[src/rtl/pwm_audio_pkg.sv]
// Shared constants, shadow-buffer state type and duty arithmetic for the PWM audio block.
// Build option: define PWM_AUDIO_PHASE_STAGGER_EN to spread channel edges across the period.
package pwm_audio_pkg;

    localparam int unsigned DEF_CHANNELS = 2;
    localparam int unsigned DEF_DATA_W   = 16;
    localparam int unsigned DEF_F_CLK    = 100_000_000;
    localparam int unsigned DEF_F_SAMPLE = 44100;

    typedef enum logic {
        SH_EMPTY = 1'b0,
        SH_FULL  = 1'b1
    } shadow_state_t;

    function automatic int unsigned calc_period(input int unsigned f_clk, input int unsigned f_sample);
        return f_clk / f_sample;
    endfunction

    // Counter holds 0..period-1; never narrower than one bit.
    function automatic int unsigned cnt_width(input int unsigned period);
        return (period > 2) ? $clog2(period) : 1;
    endfunction

    // Full 64-bit product before the shift so no sample/period combination truncates.
    function automatic logic [31:0] calc_duty(input logic [23:0] sample, input int unsigned period,
                                              input int unsigned data_w);
        logic [63:0] prod;
        prod = 64'(sample) * 64'(period);
        return 32'(prod >> data_w);
    endfunction

endpackage

[src/rtl/pwm_audio_ch.sv]
// One PWM channel: duty register loaded at period wrap, compare-phase offset and output flop.
// With PWM_AUDIO_PHASE_STAGGER_EN the compare value is rotated by CH_IDX*(PERIOD/CHANNELS).
module pwm_audio_ch
    import pwm_audio_pkg::*;
#(
    parameter int unsigned CH_IDX   = 0,
    parameter int unsigned CHANNELS = DEF_CHANNELS,
    parameter int unsigned DATA_W   = DEF_DATA_W,
    parameter int unsigned PERIOD   = calc_period(DEF_F_CLK, DEF_F_SAMPLE),
    parameter int unsigned CW       = cnt_width(PERIOD)
) (
    input  logic              clk,
    input  logic              rst,
    input  logic [CW-1:0]     cnt,
    input  logic              load,
    input  logic [DATA_W-1:0] sample,
    output logic              pwm
);

`ifdef PWM_AUDIO_PHASE_STAGGER_EN
    localparam bit STAGGER = 1'b1;
`else
    localparam bit STAGGER = 1'b0;
`endif

    localparam int unsigned OFFSET = STAGGER ? CH_IDX * (PERIOD / CHANNELS) : 0;

    logic [CW-1:0] duty;
    logic [CW-1:0] duty_next;
    logic [CW:0]   sum;
    logic [CW-1:0] cmp;

    assign duty_next = CW'(calc_duty(24'(sample), PERIOD, DATA_W));

    // OFFSET < PERIOD, so one conditional subtract gives the modulo.
    assign sum = {1'b0, cnt} + (CW + 1)'(OFFSET);
    assign cmp = (sum >= (CW + 1)'(PERIOD)) ? CW'(sum - (CW + 1)'(PERIOD)) : CW'(sum);

    always_ff @(posedge clk or posedge rst) begin
        if (rst) begin
            duty <= '0;
            pwm  <= 1'b0;
        end else begin
            if (load) begin
                duty <= duty_next;
            end
            pwm <= (cmp < duty);
        end
    end

endmodule

[src/rtl/pwm_audio_mc.sv]
// Multi-channel PWM audio output: period counter, single-entry shadow buffer FSM and strobes.
// Build option: PWM_AUDIO_PHASE_STAGGER_EN (compare-phase staggering inside pwm_audio_ch).
module pwm_audio_mc
    import pwm_audio_pkg::*;
#(
    parameter int unsigned CHANNELS = DEF_CHANNELS,
    parameter int unsigned DATA_W   = DEF_DATA_W,
    parameter int unsigned F_CLK    = DEF_F_CLK,
    parameter int unsigned F_SAMPLE = DEF_F_SAMPLE
) (
    input  logic                       clk_i,
    input  logic                       rst_i,
    input  logic [CHANNELS*DATA_W-1:0] s_data_i,
    input  logic                       s_valid_i,
    output logic                       s_ready_o,
    output logic [CHANNELS-1:0]        pwm_o,
    output logic                       period_o,
    output logic                       underrun_o
);

    localparam int unsigned PERIOD = calc_period(F_CLK, F_SAMPLE);
    localparam int unsigned CW     = cnt_width(PERIOD);

    // Handshake: a sample set transfers on a rising edge with s_valid_i && s_ready_o;
    // s_ready_o is high exactly while the shadow buffer is empty.

    logic [CW-1:0]                cnt;
    logic [CHANNELS*DATA_W-1:0]   shadow;
    shadow_state_t                state;
    logic                         wrap;
    logic                         accept;
    logic                         load;

    assign wrap   = (cnt == CW'(PERIOD - 1));
    assign accept = s_valid_i && s_ready_o;
    assign load   = wrap && (state == SH_FULL);

    // Underrun is flagged in the wrap cycle itself, not one cycle later like period_o.
    assign underrun_o = wrap && (state == SH_EMPTY);

    always_ff @(posedge clk_i or posedge rst_i) begin
        if (rst_i) begin
            cnt       <= '0;
            shadow    <= '0;
            state     <= SH_EMPTY;
            s_ready_o <= 1'b1;
            period_o  <= 1'b0;
        end else begin
            cnt      <= wrap ? '0 : cnt + CW'(1);
            period_o <= wrap;
            if (accept) begin
                shadow    <= s_data_i;
                state     <= SH_FULL;
                s_ready_o <= 1'b0;
            end else if (load) begin
                state     <= SH_EMPTY;
                s_ready_o <= 1'b1;
            end
        end
    end

    for (genvar c = 0; c < CHANNELS; c++) begin : g_ch
        pwm_audio_ch #(
            .CH_IDX   (c),
            .CHANNELS (CHANNELS),
            .DATA_W   (DATA_W),
            .PERIOD   (PERIOD),
            .CW       (CW)
        ) u_ch (
            .clk    (clk_i),
            .rst    (rst_i),
            .cnt    (cnt),
            .load   (load),
            .sample (shadow[c*DATA_W +: DATA_W]),
            .pwm    (pwm_o[c])
        );
    end

endmodule

[config.mk]
export PLATFORM = sky130hd
export DESIGN_NAME = pwm_audio_mc
export DESIGN_NICKNAME = d
export VERILOG_FILES = /design/src/rtl/pwm_audio_pkg.sv /design/src/rtl/pwm_audio_ch.sv /design/src/rtl/pwm_audio_mc.sv
export SDC_FILE = /design/constraint.sdc
export NUM_CORES = 1
export LEC_CHECK = 0
export ABC_AREA = 1
export CAP_MARGIN = 20
export CORE_AREA = 2 2 136 138
export DETAILED_ROUTE_END_ITERATION = 12
export DIE_AREA = 0 0 138 140
export GPL_TIMING_DRIVEN = 0
export HOLD_SLACK_MARGIN = 0.12
export PLACE_DENSITY = 0.89
export SLEW_MARGIN = 15
export SYNTH_ARGS = -nofsm -noshare
export SYNTH_HDL_FRONTEND = slang
export SYNTH_SLANG_ARGS = --single-unit
export TNS_END_PERCENT = 50
[constraint.sdc]
create_clock -name clk_i -period 6.2 [get_ports clk_i]
set_input_delay 1.86 -clock clk_i [delete_from_list [all_inputs] [get_ports clk_i]]
set_output_delay 1.86 -clock clk_i [all_outputs]
set_load 0.1 [all_outputs]
Word-level counts from Yosys, hierarchy flattened:

Index checks and enable logic that the tools add are counted.
W data, S select, Z words.

* bits in latches: 0
* memory bits (writable): 0
* output and inout port bits: 5
* logic and storage cells: 28
* memories kept: 0
* register bits: 73
* input bits: 35
* memory bits (read-only): 0

* shift-type cells: 0
* reduce and logical (&&, ||, !) cells: 4
* eq/ne operators: 1
* muxes and demuxes: 6
* order comparisons: 3
* multiply operators: 2
* bitwise gates (word level): 1
* div/mod/pow operators: 0
* $add $sub $neg: 2

Operators with widths (count)
* $mul A16 B12 Y28 const B: 2
* $lt A12 B12 Y1: 2
* $mux W12: 2
* $add A12 B1 Y12 const B: 1
* $eq A12 B12 Y1 const B: 1
* $ge A12 B12 Y1 const B: 1
* $sub A12 B12 Y12 const B: 1
* $mux W1: 4
* $logic_and A1 B1 Y1: 3
* $reduce_bool A2 Y1: 1
* $not A1 Y1: 1

Longest topological paths before layout:

* depth after elaboration: 4
* mapped depth: 21
* gate-level depth less buffers: 21

By module:

A second synthesis with hierarchy kept.

* cell total of the unflattened synthesis: 1365
* area total of the unflattened synthesis: 10956.8 um2

By module, submodules not included
* pwm_audio_ch at g_ch[1].u_ch: sequential area each 325.3 um2, cells an instance 583, instances 1, area each 4525.6 um2
* pwm_audio_ch at g_ch[0].u_ch: sequential area each 325.3 um2, cells an instance 556, instances 1, area each 4486.8 um2
* pwm_audio_mc: sequential area each 1177.4 um2, cells an instance 226, instances 1, area each 1944.4 um2

Worst setup path before layout:

No wires, ideal clock.

* path type: flip-flop to output port
* start: register cnt[5]
* end: output port underrun_o
* cell stages (with the launch flop): 10
* setup slack: 1.992 ns
* buffers on the path: 2
* arrival: 2.348 ns
* data required time: 4.340 ns
* path through: dfrtp_1 buf_2 inv_2 nand2_1 nor2_4 nand2_1 inv_1 nand2_1 buf_2 nor2_1

* cells in the longest elaborated chain, start to end: 2

Ends and longest elaborated chain
* start: declaration: line pwm_audio_mc.sv:27 `logic [CW-1:0] cnt;`
* start signal: assignment: line pwm_audio_mc.sv:49 `cnt <= wrap ? '0 : cnt + CW'(1);`
* $eq A12 B12 Y1: line pwm_audio_mc.sv:34 `assign wrap = (cnt == CW'(PERIOD - 1));`
* $logic_and A1 B1 Y1: line pwm_audio_mc.sv:39 `assign underrun_o = wrap && (state == SH_EMPTY);`
* end: declaration: line pwm_audio_mc.sv:18 `output logic underrun_o`

Every way passes these cells.

Worst setup path after layout:

Ends and elaborated chain as after synthesis.

==> results by stage <==
Cells and area:
- The final layout contains 1689 nets.
- The filler cells instantiated in the layout total 1412.
- The multi-input combinational cells in the finished layout cover a total of 0.007511 sq mm.
- Across the whole layout, storage elements account for 0.001828 sq mm.
- The synthesis-to-finish area growth is 9.432%.
- The count of placed standard cells in the final layout, fillers left out is 1592.
- The repair_antennas step left the layout with diodes totalling 0.
- Cells fill 64.99% of the core in the end.
- In the final layout, the share of cells above drive strength 1 is 3.595%.

Clocking:
- Clock latency on the worst-skew pair, taken at its later pin, is 0.36 ns.
- In this run the number of H-tree levels came out at 3.
- The maximum count of clock buffers along a single path is 2.
- In this run, post-CTS hold repair placed 0 buffers.
- After clock tree synthesis, the clock-pin slew on the worst setup and hold paths is 0.06 ns.
- The post-cts repair resize count is 0.
- The total CTS buffers is 9.
- TritonCTS built the clock tree.
- The TritonCTS sink count is 73.
- The tree is rooted in a sky130_fd_sc_hd__clkbuf_16.
- Post-CTS timing repair inserted 0 buffers for setup.

STA:
- In the finished design, the share of the clock period the worst path needs comes to 75.96%.
- For the pin with the worst max-slew slack, the measured transition is 0.9713 ns.
- After routing, the total negative slack on setup checks comes to 0 ns.
- Setup repair after global routing left no endpoint under its margin.
- Derived from the worst setup path, the maximum achievable clock frequency is 212.3 MHz.
- The final hold slack is 0.4864 ns.
- The number of hold violations in the final report is 0.
- The remaining max-slew budget at the tightest pin is 35.04%.
- On the final layout, the worst clock skew is 0.01102 ns.
- Setup violations remaining at the end of the flow were counted as 0.
- The final critical-path required period is 4.709 ns.
- The number of pins exceeding their max-slew limit in the final report was 0.

Setup path:
- The timing startpoint of the critical path is cnt[5]$_DFF_PP0_.
- The data required time at the worst endpoint is 4.34 ns.
- The endpoint of the worst setup timing path is underrun_o.
- In this run the worst path has a maximum fanout of 10.
- The worst setup path category is flop to primary output.
- The endpoint of the worst-slack reg-to-reg timing path is g_ch[0].u_ch.duty[6]$_DFFE_PP0P_.
- The startpoint type of the worst setup path is a flop.
- The startpoint of the worst-slack reg-to-reg timing path is shadow[8]$_DFFE_PP0P_.
- In this run the register-to-register setup slack is 1.56 ns.
- STA classifies the critical path endpoint as a primary output.
- The worst reg-to-reg path cell count is 21.
- At the worst endpoint, the arrival time is 2.85 ns.

Placed design:
- The wire-length estimate of the detail-placed layout is 20.29 mm.
- The number of cells in the design after placement is 1576.
- The final weighted congestion in routability-driven placement is 0.9482.
- The quantity of I/O buffers inserted on ports is 39.

GRT:
- The maximum number of pins on one net before global-route repair is 47.
- The number of global-route vias before repair is 9223.
- The residual overflow from global routing is 0.
- The initial antenna violation count is 0.
- The total routing usage reported by global routing is 27.02%.
- The global-route wire length before repair is 42.35 mm.

Die:
- The boundary pin count is 40.
- The horizontal die dimension is 138 microns.
- The floorplan step defined a die boundary enclosing 0.01932 sq mm.
- Once the floorplan was initialized, standard cells occupied 59.39% of the core.
- After floorplanning, the core was divided into 49 placement rows.
- Measured along the y axis, the die boundary spans 140 microns.
- The area of the core region is 0.01778 sq mm.

Synthesis:
- Summing the areas of all compound-gate instances in the mapped netlist gives 6.636% of the synthesized area.
- The distinct cell type count of the synthesized netlist is 41.
- Of the total synthesized cell area, the portion taken by XOR and XNOR cells is 1.410%.
- After synthesis, the share of cell area in mux cells is 0%.
- The proportion of synthesized flip-flops having asynchronous set or reset is 100.0%.
- Summing every instance area after synthesis gives 0.01056 sq mm.
- The mean area per synthesized cell is 8.079 sq um.
- The gate count after technology mapping is 1307.
- The count of warnings emitted by yosys is 0.
- For this run, the leading register cell type out of synthesis is sky130_fd_sc_hd__dfrtp_1.
- In this run, synthesis inferred 0 flip-flops with an integrated enable.
- The adder-cell share of the synthesized area is 43.89%.
- After Yosys synthesis, and, or, nand and nor cells account for 19.20% of the synthesized area.
- Sequential elements use 17.31% of the synthesized area.
- By area, the combinational part of the netlist is dominated by adder cells.
- When the netlist entered floorplanning its net count stood at 1638.
- The post-synthesis register bit count is 73.

Worst hold path:
- The type of the worst min-delay path is flop to flop.

Routing:
- The detailed-route via count is 8662.
- Dividing the detail-routed via count by the number of cells gives 5.441.
- In this run the remaining antenna-violating nets after routing total 0.
- The first detailed-routing pass ran for 5 iterations.
- The mean routed wirelength per cell is 15.26 microns.
- The final wirelength is 24.29 mm.
- The violation count after the first detailed-routing iteration is 554.
- The post-route DRC violation count is 0.

Status:
- The run finished with clean final reports.

Job:
- The total of max-cap violations is 0.
==> flip-flops by register name, summed over array words and instances (netlist names) <==
name	cells
g_ch.u_ch.pwm	2
g_ch.u_ch.duty	24
period_o	1
cnt	12
s_ready_o	1
state	1
shadow	32
==> worst min path at each step <==
stage               slack [ns]                               from                                 to  depth (start not counted)
floorplan                 0.45  g_ch[0].u_ch.duty[10]$_DFFE_PP0P_  g_ch[0].u_ch.duty[10]$_DFFE_PP0P_                          2
global placement          0.47   g_ch[0].u_ch.duty[5]$_DFFE_PP0P_   g_ch[0].u_ch.duty[5]$_DFFE_PP0P_                          2
detailed placement        0.47   g_ch[0].u_ch.duty[9]$_DFFE_PP0P_   g_ch[0].u_ch.duty[9]$_DFFE_PP0P_                          2
CTS                       0.48   g_ch[0].u_ch.duty[9]$_DFFE_PP0P_   g_ch[0].u_ch.duty[9]$_DFFE_PP0P_                          2
global route              0.51   g_ch[0].u_ch.duty[4]$_DFFE_PP0P_   g_ch[0].u_ch.duty[4]$_DFFE_PP0P_                          2
finish                    0.49  g_ch[0].u_ch.duty[10]$_DFFE_PP0P_  g_ch[0].u_ch.duty[10]$_DFFE_PP0P_                          2
==> through the flow <==
| step | setup slack (ns) | cell area [sq um] |
|---|---|---|
| after global placement | 1.122 | 11240 |
| after global routing | 1.236 | 11550 |
| after floorplan | 1.992 | 10560 |
| after detailed placement | 1.591 | 11270 |
| after CTS | 1.505 | 11550 |
| final | 1.491 | 11550 |
==> cell type report <==
type	count	area share [%]
plain buffers	15	0.7147
clock buffers	11	2.014
clock inverters	5	0.4873
inverters	303	9.865
multi-input cells	916	65.00
flip-flops and latches	73	15.82
well taps	229	2.480
repair buffers	40	3.617
==> logic make-up (layout without fill, tap and decap cells) <==
logic type / Yosys count / count (layout)
and+or+nand+nor: 480 / 480
buffers and inverters: 318 / 374
adders and majority gates: 296 / 296
AOI/OAI and AO/OA: 123 / 123
DFF: 73 / 73
xor gates and xnor gates: 17 / 17
==> synthesized netlist by cell type (2+ instances only) <==
cell type | n | area, sq um
sky130_fd_sc_hd__o221ai_1 | 2 | 17.52
sky130_fd_sc_hd__buf_1 | 2 | 7.510
sky130_fd_sc_hd__a31oi_1 | 4 | 25.02
sky130_fd_sc_hd__nand3_2 | 4 | 40.04
sky130_fd_sc_hd__o21a_1 | 4 | 30.03
sky130_fd_sc_hd__o21ai_0 | 21 | 105.1
sky130_fd_sc_hd__nand2_2 | 2 | 12.51
sky130_fd_sc_hd__o21bai_1 | 8 | 60.06
sky130_fd_sc_hd__nor2_4 | 2 | 22.52
sky130_fd_sc_hd__nand2_1 | 312 | 1171
sky130_fd_sc_hd__nand3_1 | 50 | 250.2
sky130_fd_sc_hd__o21ai_1 | 13 | 65.06
sky130_fd_sc_hd__nor2_2 | 3 | 18.77
sky130_fd_sc_hd__nor3_1 | 17 | 85.08
sky130_fd_sc_hd__xor2_1 | 11 | 96.34
sky130_fd_sc_hd__a21oi_2 | 2 | 17.52
sky130_fd_sc_hd__dfrtp_1 | 72 | 1802
sky130_fd_sc_hd__nor4_1 | 3 | 18.77
sky130_fd_sc_hd__a21oi_1 | 55 | 275.3
sky130_fd_sc_hd__a21boi_0 | 3 | 22.52
sky130_fd_sc_hd__inv_2 | 8 | 30.03
sky130_fd_sc_hd__fa_1 | 124 | 2482
sky130_fd_sc_hd__ha_1 | 172 | 2152
sky130_fd_sc_hd__a21o_1 | 5 | 37.54
sky130_fd_sc_hd__clkbuf_1 | 5 | 18.77
sky130_fd_sc_hd__nor2_1 | 66 | 247.7
sky130_fd_sc_hd__buf_4 | 4 | 30.03
sky130_fd_sc_hd__buf_2 | 3 | 15.01
sky130_fd_sc_hd__nand4_1 | 13 | 81.33
sky130_fd_sc_hd__xnor2_1 | 6 | 52.55
sky130_fd_sc_hd__a211oi_1 | 4 | 30.03
sky130_fd_sc_hd__inv_1 | 294 | 1104
sky130_fd_sc_hd__nand3b_1 | 5 | 37.54
==> worst max-delay path, stage by stage, from the launching register on <==
cell                              delay [ns]
sky130_fd_sc_hd__dfrtp_1                0.36
sky130_fd_sc_hd__buf_2                  0.17
sky130_fd_sc_hd__inv_2                  0.07
sky130_fd_sc_hd__nand2_1                0.09
sky130_fd_sc_hd__nor2_4                 0.15
sky130_fd_sc_hd__nand2_1                0.10
sky130_fd_sc_hd__inv_1                  0.06
sky130_fd_sc_hd__nand2_1                0.06
sky130_fd_sc_hd__buf_2                  0.19
sky130_fd_sc_hd__nor2_1                 0.10
sky130_fd_sc_hd__clkdlybuf4s50_1        1.13
==> placed cells by master, fill, tap and decap left out, drive strengths merged <==
cell and count:
a211oi 4, a21boi 3, a21o 5, a21oi 57, a31oi 4, buf 11, bufinv 1, clkbuf 16
clkdlybuf4s50 39, clkinv 4, clkinvlp 1, dfrtp 72, dfstp 1, fa 124, ha 172, inv 302
nand2 314, nand3 54, nand3b 5, nand4 14, nor2 71, nor3 18, nor4 4, o211ai 1
o21a 4, o21ai 34, o21bai 8, o221ai 2, o31ai 1, xnor2 6, xor2 11
==> metal layers <==
metal  vias to the layer above  track usage (%)  routed length [microns]
met1                      4174            30.75                     9607
met3                        87            4.205                     1078
met4                         0            13.21                     1103
met5                         -                0                        0
li1                       4164                -                        -
met2                       237            49.58                    12500
Power is left out: the tool's default activity adds up to more than one toggle a clock period on the data nets, which glitch-free logic cannot reach.
